<file path="config.mk">
export PLATFORM = sky130hd
export DESIGN_NAME = pdm_audio_dac
export DESIGN_NICKNAME = d
export VERILOG_FILES = /design/src/rtl/pdm_audio_dac.sv
export SDC_FILE = /design/constraint.sdc
export NUM_CORES = 1
export LEC_CHECK = 0
export BUFFER_PORTS_ARGS = -buffer_cell sky130_fd_sc_hd__buf_2
export CORE_ASPECT_RATIO = 2
export CORE_MARGIN = 1
export CORE_UTILIZATION = 46
export CTS_CLUSTER_DIAMETER = 120
export DETAILED_ROUTE_END_ITERATION = 6
export SKIP_CTS_REPAIR_TIMING = 1
export SYNTH_ARGS = -nofsm -noshare
export SYNTH_HDL_FRONTEND = slang
export SYNTH_SLANG_ARGS = --single-unit
</file>
<file path="constraint.sdc">
create_clock -name clk -period 8.4 [get_ports clk]
set_input_delay 1.68 -clock clk [delete_from_list [all_inputs] [get_ports clk]]
set_output_delay 1.68 -clock clk [all_outputs]
set_load 0.01 [all_outputs]
</file>
<file path="src/rtl/pdm_audio_dac.sv">
// pdm_audio_dac: multi-channel PDM audio DAC with runtime 1st/2nd-order noise shaping, mute and underrun flag.
// Optional macro PDM_DAC_FIFO_EN replaces the one-frame holding register with a FIFO_DEPTH-frame FIFO.
module pdm_audio_dac #(
    parameter int unsigned CHANNELS     = 2,
    parameter int unsigned WIDTH        = 12,
    parameter int unsigned DIV          = 4,
    parameter int unsigned SAMPLE_TICKS = 32,
    parameter int unsigned FIFO_DEPTH   = 4
) (
    input  logic                      clk,
    input  logic                      rstn,
    input  logic [CHANNELS*WIDTH-1:0] sample_data,
    input  logic                      sample_valid,
    output logic                      sample_ready,
    input  logic                      mode,
    input  logic                      mute,
    output logic [CHANNELS-1:0]       pdm_o,
    output logic                      sd_o,
    output logic                      underrun
);

    localparam int unsigned FW  = CHANNELS * WIDTH;
    localparam int unsigned DCW = (DIV > 1) ? $clog2(DIV) : 1;
    localparam int unsigned FCW = (SAMPLE_TICKS > 1) ? $clog2(SAMPLE_TICKS) : 1;
    localparam int unsigned I1W = WIDTH + 2;
    localparam int unsigned I2W = WIDTH + 4;
    localparam int unsigned EW  = WIDTH + 6;

    localparam logic [WIDTH-1:0]     MID      = {1'b1, {(WIDTH-1){1'b0}}};
    localparam logic signed [EW-1:0] HALF_E   = {{(EW-WIDTH){1'b0}}, 1'b1, {(WIDTH-1){1'b0}}};
    localparam logic signed [EW-1:0] I1_MAX_E = {{(EW-I1W+1){1'b0}}, {(I1W-1){1'b1}}};
    localparam logic signed [EW-1:0] I1_MIN_E = {{(EW-I1W+1){1'b1}}, {(I1W-1){1'b0}}};
    localparam logic signed [EW-1:0] I2_MAX_E = {{(EW-I2W+1){1'b0}}, {(I2W-1){1'b1}}};
    localparam logic signed [EW-1:0] I2_MIN_E = {{(EW-I2W+1){1'b1}}, {(I2W-1){1'b0}}};

    if (CHANNELS < 1 || WIDTH < 2 || DIV < 1 || SAMPLE_TICKS < 1 || FIFO_DEPTH < 1) begin : g_bad_params
        $error("pdm_audio_dac: illegal parameter set");
    end

    function automatic logic signed [EW-1:0] ext_i1(input logic signed [I1W-1:0] v);
        return {{(EW-I1W){v[I1W-1]}}, v};
    endfunction

    function automatic logic signed [EW-1:0] ext_i2(input logic signed [I2W-1:0] v);
        return {{(EW-I2W){v[I2W-1]}}, v};
    endfunction

    function automatic logic signed [I1W-1:0] sat_i1(input logic signed [EW-1:0] v);
        if (v > I1_MAX_E)      return {1'b0, {(I1W-1){1'b1}}};
        else if (v < I1_MIN_E) return {1'b1, {(I1W-1){1'b0}}};
        else                   return v[I1W-1:0];
    endfunction

    function automatic logic signed [I2W-1:0] sat_i2(input logic signed [EW-1:0] v);
        if (v > I2_MAX_E)      return {1'b0, {(I2W-1){1'b1}}};
        else if (v < I2_MIN_E) return {1'b1, {(I2W-1){1'b0}}};
        else                   return v[I2W-1:0];
    endfunction

    function automatic logic signed [EW-1:0] fb_e(input logic bit_q);
        return bit_q ? HALF_E : -HALF_E;
    endfunction

    logic [DCW-1:0] r_div_cnt;
    logic [FCW-1:0] r_frame_cnt;
    logic           w_tick;
    logic           w_slot;
    logic           w_push;
    logic           w_pop;
    logic           w_empty;
    logic           w_full_n;
    logic [FW-1:0]  w_head;
    logic           r_primed;
    logic [WIDTH-1:0] r_active [CHANNELS];

    assign w_tick = (r_div_cnt == DCW'(DIV - 1));
    assign w_slot = w_tick && (r_frame_cnt == FCW'(SAMPLE_TICKS - 1));
    assign w_push = sample_valid & sample_ready;
    assign w_pop  = w_slot & ~w_empty;

    // Tick divider and frame-slot counter
    always_ff @(posedge clk) begin
        if (!rstn) begin
            r_div_cnt   <= '0;
            r_frame_cnt <= '0;
        end else begin
            r_div_cnt <= w_tick ? '0 : r_div_cnt + DCW'(1);
            if (w_tick) begin
                r_frame_cnt <= w_slot ? '0 : r_frame_cnt + FCW'(1);
            end
        end
    end

`ifdef PDM_DAC_FIFO_EN
    localparam int unsigned AW = (FIFO_DEPTH > 1) ? $clog2(FIFO_DEPTH) : 1;
    localparam int unsigned PW = AW + 1;

    logic [FW-1:0] r_mem [FIFO_DEPTH];
    logic [PW-1:0] r_wr_ptr;
    logic [PW-1:0] r_rd_ptr;
    logic [PW-1:0] w_wr_ptr_n;
    logic [PW-1:0] w_rd_ptr_n;

    assign w_wr_ptr_n = r_wr_ptr + PW'(w_push);
    assign w_rd_ptr_n = r_rd_ptr + PW'(w_pop);
    assign w_empty    = (r_wr_ptr == r_rd_ptr);
    assign w_full_n   = ((w_wr_ptr_n - w_rd_ptr_n) == PW'(FIFO_DEPTH));
    assign w_head     = r_mem[r_rd_ptr[AW-1:0]];

    always_ff @(posedge clk) begin
        if (!rstn) begin
            r_wr_ptr <= '0;
            r_rd_ptr <= '0;
        end else begin
            r_wr_ptr <= w_wr_ptr_n;
            r_rd_ptr <= w_rd_ptr_n;
        end
    end

    // Frame storage carries no reset; emptiness is tracked by the pointers
    always_ff @(posedge clk) begin
        if (w_push) begin
            r_mem[r_wr_ptr[AW-1:0]] <= sample_data;
        end
    end
`else
    logic [FW-1:0] r_buf;
    logic          r_buf_full;

    assign w_empty  = ~r_buf_full;
    assign w_full_n = w_push | (r_buf_full & ~w_pop);
    assign w_head   = r_buf;

    always_ff @(posedge clk) begin
        if (!rstn) begin
            r_buf      <= '0;
            r_buf_full <= 1'b0;
        end else begin
            r_buf_full <= w_full_n;
            if (w_push) begin
                r_buf <= sample_data;
            end
        end
    end
`endif

    // Handshake, amplifier enable, frame consumption and underrun tracking
    always_ff @(posedge clk) begin
        if (!rstn) begin
            sample_ready <= 1'b0;
            sd_o         <= 1'b0;
            underrun     <= 1'b0;
            r_primed     <= 1'b0;
            for (int c = 0; c < CHANNELS; c++) begin
                r_active[c] <= MID;
            end
        end else begin
            sample_ready <= ~w_full_n;
            sd_o         <= 1'b1;
            if (w_slot) begin
                if (!w_empty) begin
                    r_primed <= 1'b1;
                    for (int c = 0; c < CHANNELS; c++) begin
                        r_active[c] <= w_head[c*WIDTH +: WIDTH];
                    end
                end else if (r_primed) begin
                    underrun <= 1'b1;
                end
            end
        end
    end

    logic                   r_mode_q;
    logic [CHANNELS-1:0]    r_pdm;
    logic [WIDTH-1:0]       r_acc  [CHANNELS];
    logic signed [I1W-1:0]  r_i1   [CHANNELS];
    logic signed [I2W-1:0]  r_i2   [CHANNELS];
    logic [WIDTH-1:0]       w_x    [CHANNELS];
    logic [WIDTH:0]         w_s1   [CHANNELS];
    logic signed [I1W-1:0]  w_i1_n [CHANNELS];
    logic signed [I2W-1:0]  w_i2_n [CHANNELS];

    // Next-state of both modulator orders per channel; the active order is chosen at the register
    always_comb begin
        for (int c = 0; c < CHANNELS; c++) begin
            w_x[c]    = mute ? MID : r_active[c];
            w_s1[c]   = {1'b0, r_acc[c]} + {1'b0, w_x[c]};
            w_i1_n[c] = sat_i1(ext_i1(r_i1[c]) + $signed({{(EW-WIDTH){1'b0}}, w_x[c]})
                               - HALF_E - fb_e(r_pdm[c]));
            w_i2_n[c] = sat_i2(ext_i2(r_i2[c]) + ext_i1(w_i1_n[c]) - fb_e(r_pdm[c]));
        end
    end

    // Modulator state; an order change wipes state so nothing leaks between orders
    always_ff @(posedge clk) begin
        if (!rstn) begin
            r_mode_q <= 1'b0;
            r_pdm    <= '0;
            for (int c = 0; c < CHANNELS; c++) begin
                r_acc[c] <= '0;
                r_i1[c]  <= '0;
                r_i2[c]  <= '0;
            end
        end else if (w_tick) begin
            r_mode_q <= mode;
            for (int c = 0; c < CHANNELS; c++) begin
                if (mode != r_mode_q) begin
                    r_acc[c] <= '0;
                    r_i1[c]  <= '0;
                    r_i2[c]  <= '0;
                    r_pdm[c] <= 1'b0;
                end else if (!r_mode_q) begin
                    r_acc[c] <= w_s1[c][WIDTH-1:0];
                    r_pdm[c] <= w_s1[c][WIDTH];
                end else begin
                    r_i1[c]  <= w_i1_n[c];
                    r_i2[c]  <= w_i2_n[c];
                    r_pdm[c] <= ~w_i2_n[c][I2W-1];
                end
            end
        end
    end

    assign pdm_o = r_pdm;

endmodule

</file>
==> results of run 1 <==
[routing by layer]
metal / vias up / routed length [um]
met3: 65 / 484
met4: 0 / 1600
met1: 4221 / 9420
met5: - / 0
li1: 4606 / -
met2: 97 / 15700
[area by class of cell]
| type | count | area, um2 | area share, % |
|---|---|---|---|
| multi-input combinational | 914 | 6810 | 51.3 |
| sequential | 147 | 4020 | 30.3 |
| timing repair buffer | 103 | 728 | 5.48 |
| inverter | 192 | 721 | 5.42 |
| clock buffer | 22 | 497 | 3.74 |
| tap | 336 | 420 | 3.16 |
| clock inverter | 10 | 82.6 | 0.622 |
[how the worst max path moves through the flow]
stage,startpoint,endpoint,slack [ns],cells past startpoint
final,mute,r_i2[0][5],0.68,29
after global routing,mute,r_i2[0][1],0.20,29
after CTS,mute,r_i2[1][13],0.44,30
after detailed placement,mute,r_i2[1][13],0.02,30
after global placement,mute,r_i2[1][12],0.03,30
after floorplan,mute,r_i2[0][5],0.40,29
[registers in the layout, indices dropped and copies added (netlist names)]
name,cells
r_i1,28
r_buf_full,1
r_primed,1
underrun,1
r_frame_cnt,5
sample_ready,1
r_buf,24
sd_o,1
r_i2,32
r_mode_q,1
r_div_cnt,2
r_active,24
r_acc,24
pdm_o,2
[critical path, delay by kind of cell]
family	cells	cell delay, ns
compound gates	14	2.97
fa+ha+maj	5	1.56
mux	2	0.64
buf+inv	5	0.58
simple gates	3	0.46
[placed cells by master, fill, tap and decap left out, types with 11 or more instances in the layout]
cell type and instances:
nor2b_1 22, nand2_1 104, nand2b_1 36, and3_1 12, ha_1 161, fa_1 14
buf_2 33, o21a_1 12, xnor2_1 43, xor2_1 17, dfxtp_1 39, a21o_1 44
edfxtp_1 108, o21ai_0 49, and2_1 32, nand3_1 12, inv_1 191, a21oi_1 95
nor2_1 95, o31ai_2 11, clkbuf_16 19, nor3_1 18, buf_4 67
[power groups by stage]
stage / Sequential [mW] / Clock, mW / Combinational [mW]
floorplan: 0.836 / 0 / 1.09
global placement: 0.839 / 0 / 1.51
detailed placement: 0.840 / 0 / 1.52
CTS: 0.824 / 0.779 / 1.54
global route: 0.827 / 0.804 / 1.70
finish: 0.824 / 0.763 / 1.52
[kinds of logic (layout without fill, tap and decap cells)]
kind of cell               count (synthesis)  count (layout)  synth area share, %
AOI/OAI and AO/OA                        300             300                 17.3
xor gates and xnor gates                  61              61                 4.62
adders and majority gates                175             175                 19.6
buffers and inverters                    231             327                 7.67
DFF                                      147             147                 34.3
muxes                                      8               8                0.768
and+or+nand+nor                          370             370                 15.7
[stage by stage]
step	total power, mW	instance area, um2
global route	3.34	13300
detailed placement	2.36	12700
CTS	3.14	13300
finish	3.11	13300
global placement	2.35	12700
floorplan	1.93	11700
==> out/qor.yml, run 1 <==
clock_path_buffers: 2
dp_hpwl_um: 21800
grt_usage_pct: 22.3
seq_power_share_pct: 26.5
ys_top_cells_by_count: "191 x inv_1, 161 x ha_1, 108 x edfxtp_1, 104 x nand2_1"
p_clk_share_pct: 24.6
clk_latency_ns: 0.44
final_util_pct: 53.1
synth_seq_cells: 147
path_clk_slew_ns: 0.07
drc_errors: 0
yosysMostFrequentCell: "inv_1"
period_needed_ns: 7.72
status: "finished, final reports clean"
syn_to_final_growth_pct: 13.3
tightest_slew_ns: 1.10
synth.avg_cell_area_um2: 9.08
synth_edf_count: 108
power_switching_mw: 1.20
syn_area_mm2: 0.0117
grt_pass1_vias: 9347
io_buffers: 33
min_delay_worst_endpoint: "r_div_cnt[0]"
slew_violations: 0
reg2reg_to: "r_i2[1][1]"
htree_num_levels: 4
hold_viol: 0
rsz0062_at_grt: "false"
rows: 82
fin_cells: 1724
period_share_pct: 91.9
die_area_mm2: 0.0262
placedCellCount: 1692
synth_top_area_share_pct: 27.7
crit_fanout: 13
setup_ws_ns: 0.679
slowest_delay_ns: 0.38
synth_top_area_cell: "edfxtp_1"
netSwitchingFraction_pct: 38.6
max_freq_ghz: 0.130
num_vias: 8989
met3_usage_pct: 3.32
whs_ns: 0.435
synth_flop_cell: "edfxtp_1"
crit_required_ns: 8.58
routed_wl_um: 27200
setup_tns_ns: 0
r2r_slack_ns: 1.88
synth_cells: 1292
skew_ns: 0.00935
cellInternalPower_mw: 1.91
cp_common_cell: "ha_1"
r2r_cells: 31
antenna_found_initial: 0
final_nets: 1579
peakVddDrop_uv: 158
yosys_warnings: 0
setup_viol: 0
power_frac_comb_pct: 49.0
synth.distinct_cells: 79
crit_slowest_cell: "o41a_1"
crit_type: "input pin to register"
grt-ovfl-total: 0
worstHoldStart: "r_div_cnt[0]"
max-cap-violations: 0
synth_area_leaders: "edfxtp_1 28%, ha_1 17%, dfxtp_1 6.7%"
cts_made_buffers: 17
grt_pass1_wl_um: 44300
postSynth.asyncResetShare_pct: 0
diodes: 0
grt_max_degree: 36
min_path_type: "register to register"
synth_nets: 1496
routedWlPerCell_um: 15.8
io_pins: 34
grt_use_met1_pct: 19.9
drive_above_1_share_pct: 12.4
drtPass1Iterations: 4
die_x_um: 115
post_drt_via_cell_ratio: 5.21
core_mm2: 0.0250
grt_util_met2_pct: 44.2
slew_headroom_pct: 26.7
pre_cts_ws_ns: 0.0218
synth.yosys.seq_area_share_pct: 34.3
cp-end-kind: "register"
initial_core_util_pct: 46.8
arrival_ns: 7.90
fp.dieH_um: 228
root_buffer: "clkbuf_16"
cts_sinks: 147
top_usage_layer: "met2"
whs_path_depth: 1
leakage_nw: 6.34
r2r-start: "r_active[0][14]"
power-per-cell-area_mw_per_mm2: 234
dr.first_iter.drc_count: 283
place_congestion: 0.863
cts_tree: "yes"
ant_nets: 0
fill_cells: 2451
startpoint_type: "input pin"
Power figures use the tool's default switching activity.
==> run 2, diff against run 1 <==
- CORE_MARGIN: 1 -> 5
==> run 2 against run 1 <==
Via count is 1.4% higher. Critical path depth stayed put. Clock skew hardly changed. Highest routed layer unchanged.
==> out/qor.yml, run 2 (synthesized netlist as in run 1, its figures left out) <==
regMostFlops: "r_i2"
io_pins: 34  # unchanged
reg2reg_to: "r_i2[0][7]"
initial_core_util_pct: 46.7  # -0.19 points
grt_max_degree: 36  # unchanged
die_area_mm2: 0.0290  # +11%
crit_fanout: 13  # unchanged
routedWlPerCell_um: 16.1  # +1.9%
worstHoldStart: "r_div_cnt[0]"
netSwitchingFraction_pct: 38.9  # +0.34 points
leakage_nw: 6.31  # -0.41%
status: "finished, final reports clean"
rsz0062_at_grt: "false"
slew_headroom_pct: 26.3  # -0.47 points
core_mm2: 0.0251  # +0.41%
fill_cells: 2376  # -3.1%
clk_latency_ns: 0.44  # about the same
syn_to_final_growth_pct: 13.2  # about the same
power_switching_mw: 1.21  # +0.80%
skew_ns: 0.00935  # +0.000000250 ns
crit_type: "input pin to register"
rows: 82  # unchanged
slowest_delay_ns: 0.55  # +0.17 ns
diodes: 0  # unchanged
antenna_found_initial: 0  # unchanged
r2r-start: "r_active[0][11]"
whs_path_depth: 1  # unchanged
dr.first_iter.drc_count: 313  # +11%
period_share_pct: 92.8  # +0.86 points
num_vias: 9112  # +1.4%
crit_required_ns: 8.67  # +0.09 ns
final_common_cell: "inv_1"
routed_wl_um: 27700  # +1.8%
min_path_type: "register to register"
reg_top3: "r_i2 x32, r_i1 x28"
seq_power_share_pct: 26.5  # about the same
largest_reg_flops: 32  # unchanged
final_nets: 1577  # -0.13%
hold_viol: 0  # unchanged
max_freq_ghz: 0.128  # -0.93%
fin_cells: 1722  # -0.12%
drive_above_1_share_pct: 12.3  # -0.13 points
cts_made_buffers: 17  # unchanged
cellInternalPower_mw: 1.90  # -0.62%
power-per-cell-area_mw_per_mm2: 234  # about the same
peakVddDrop_uv: 173  # +9.1%
cp-end-kind: "register"
grt_pass1_vias: 9386  # +0.42%
post_drt_via_cell_ratio: 5.29  # +1.5%
period_needed_ns: 7.79  # +0.0723 ns
place_congestion: 0.880  # +2.0%
tightest_slew_ns: 1.10  # +0.00709 ns
fp.dieH_um: 236  # +3.5%
grt-ovfl-total: 0  # unchanged
p_clk_share_pct: 24.5  # about the same
cts_sinks: 147  # unchanged
ant_nets: 0  # unchanged
die_x_um: 123  # +7.0%
startpoint_type: "input pin"
grt_pass1_wl_um: 44900  # +1.4%
r2r_slack_ns: 1.85  # -0.03 ns
grt_usage_pct: 20.2  # -2.1 points
dp_hpwl_um: 22200  # +2.0%
drc_errors: 0  # unchanged
root_buffer: "clkbuf_16"
max-cap-violations: 0  # unchanged
slew_violations: 0  # unchanged
min_delay_worst_endpoint: "r_div_cnt[0]"
io_buffers: 33  # unchanged
arrival_ns: 8.06  # +0.16 ns
final_cell_mix: "191 x inv_1, 161 x ha_1, 108 x edfxtp_1"
placedCellCount: 1690  # -0.12%
clock_path_buffers: 2  # unchanged
crit_slowest_cell: "a2111oi_0"
htree_num_levels: 4  # unchanged
drtPass1Iterations: 4  # unchanged
whs_ns: 0.433  # -0.00238 ns
r2r_cells: 27  # -13%
power_frac_comb_pct: 49.0  # about the same
cts_tree: "yes"
crit_start: "mute"
path_clk_slew_ns: 0.07  # about the same
setup_viol: 0  # unchanged
==> run 2: cell count changes in the layout (fill, tap and decap cells not counted), moves of 2 or more <==
cell / previous run / this run
clkbuf_1: 2 / 0
clkinvlp_4: 0 / 2
clkbuf_16: 19 / 17
clkinv_1: 1 / 3
inv_4: 3 / 0
buf_4: 67 / 65
==> run 2: cell type report <==
type                    instances  area, um2  area share [%]
repair buffers                101        713            5.37
clock buffers                  17        425            3.20
inverters                     192        721            5.43
multi-input cells             914       6820            51.4
well taps                     336        420            3.17
flip-flops and latches        147       4020            30.3
clock inverters                15        153            1.15
==> run 2: worst max path at each step <==
stage | depth (start not counted) | to
5_1_grt | 32 | r_i2[1][9]
2_1_floorplan | 29 | r_i2[0][5]
6_report | 29 | r_i2[0][7]
3_3_place_gp | 30 | r_i2[1][13]
4_1_cts | 30 | r_i2[0][7]
3_5_place_dp | 30 | r_i2[0][7]
==> run 2: critical path, delay by kind of cell <==
family,cells,cell delay (ns)
AND/OR/NAND/NOR,6,1.28
AO/OA/AOI/OAI,12,2.40
adder cells (fa/ha/maj),4,1.55
multiplexers,1,0.33
buffers and inverters,6,0.81
==> run 2: routing by layer <==
layer,vias to the layer above,track usage [%],routed length (um)
met4,0,10.4,1320
met5,-,0,0
met2,126,41.8,16700
li1,4600,-,-
met3,72,2.88,448
met1,4314,17.4,9270
==> run 2: metrics by stage <==
stage / instance area [um2] / total power [mW] / TNS [ns] / setup slack, ns / utilization [%]
6_report: 13300 / 3.11 / 0 / 0.607 / 52.8
2_1_floorplan: 11700 / 1.93 / 0 / 0.404 / -
3_5_place_dp: 12700 / 2.37 / -0.0505 / -0.0192 / 50.5
4_1_cts: 13300 / 3.14 / 0 / 0.441 / 52.8
5_1_grt: 13300 / 3.34 / 0 / 0.126 / 52.8
3_3_place_gp: 12700 / 2.35 / 0 / 0.0746 / 50.5
==> run 2: power groups by stage <==
stage | Clock (mW) | Combinational, mW | Sequential (mW)
global placement | 0 | 1.51 | 0.839
CTS | 0.780 | 1.54 | 0.824
floorplan | 0 | 1.09 | 0.836
finish | 0.760 | 1.52 | 0.824
global route | 0.809 | 1.71 | 0.827
detailed placement | 0 | 1.53 | 0.840
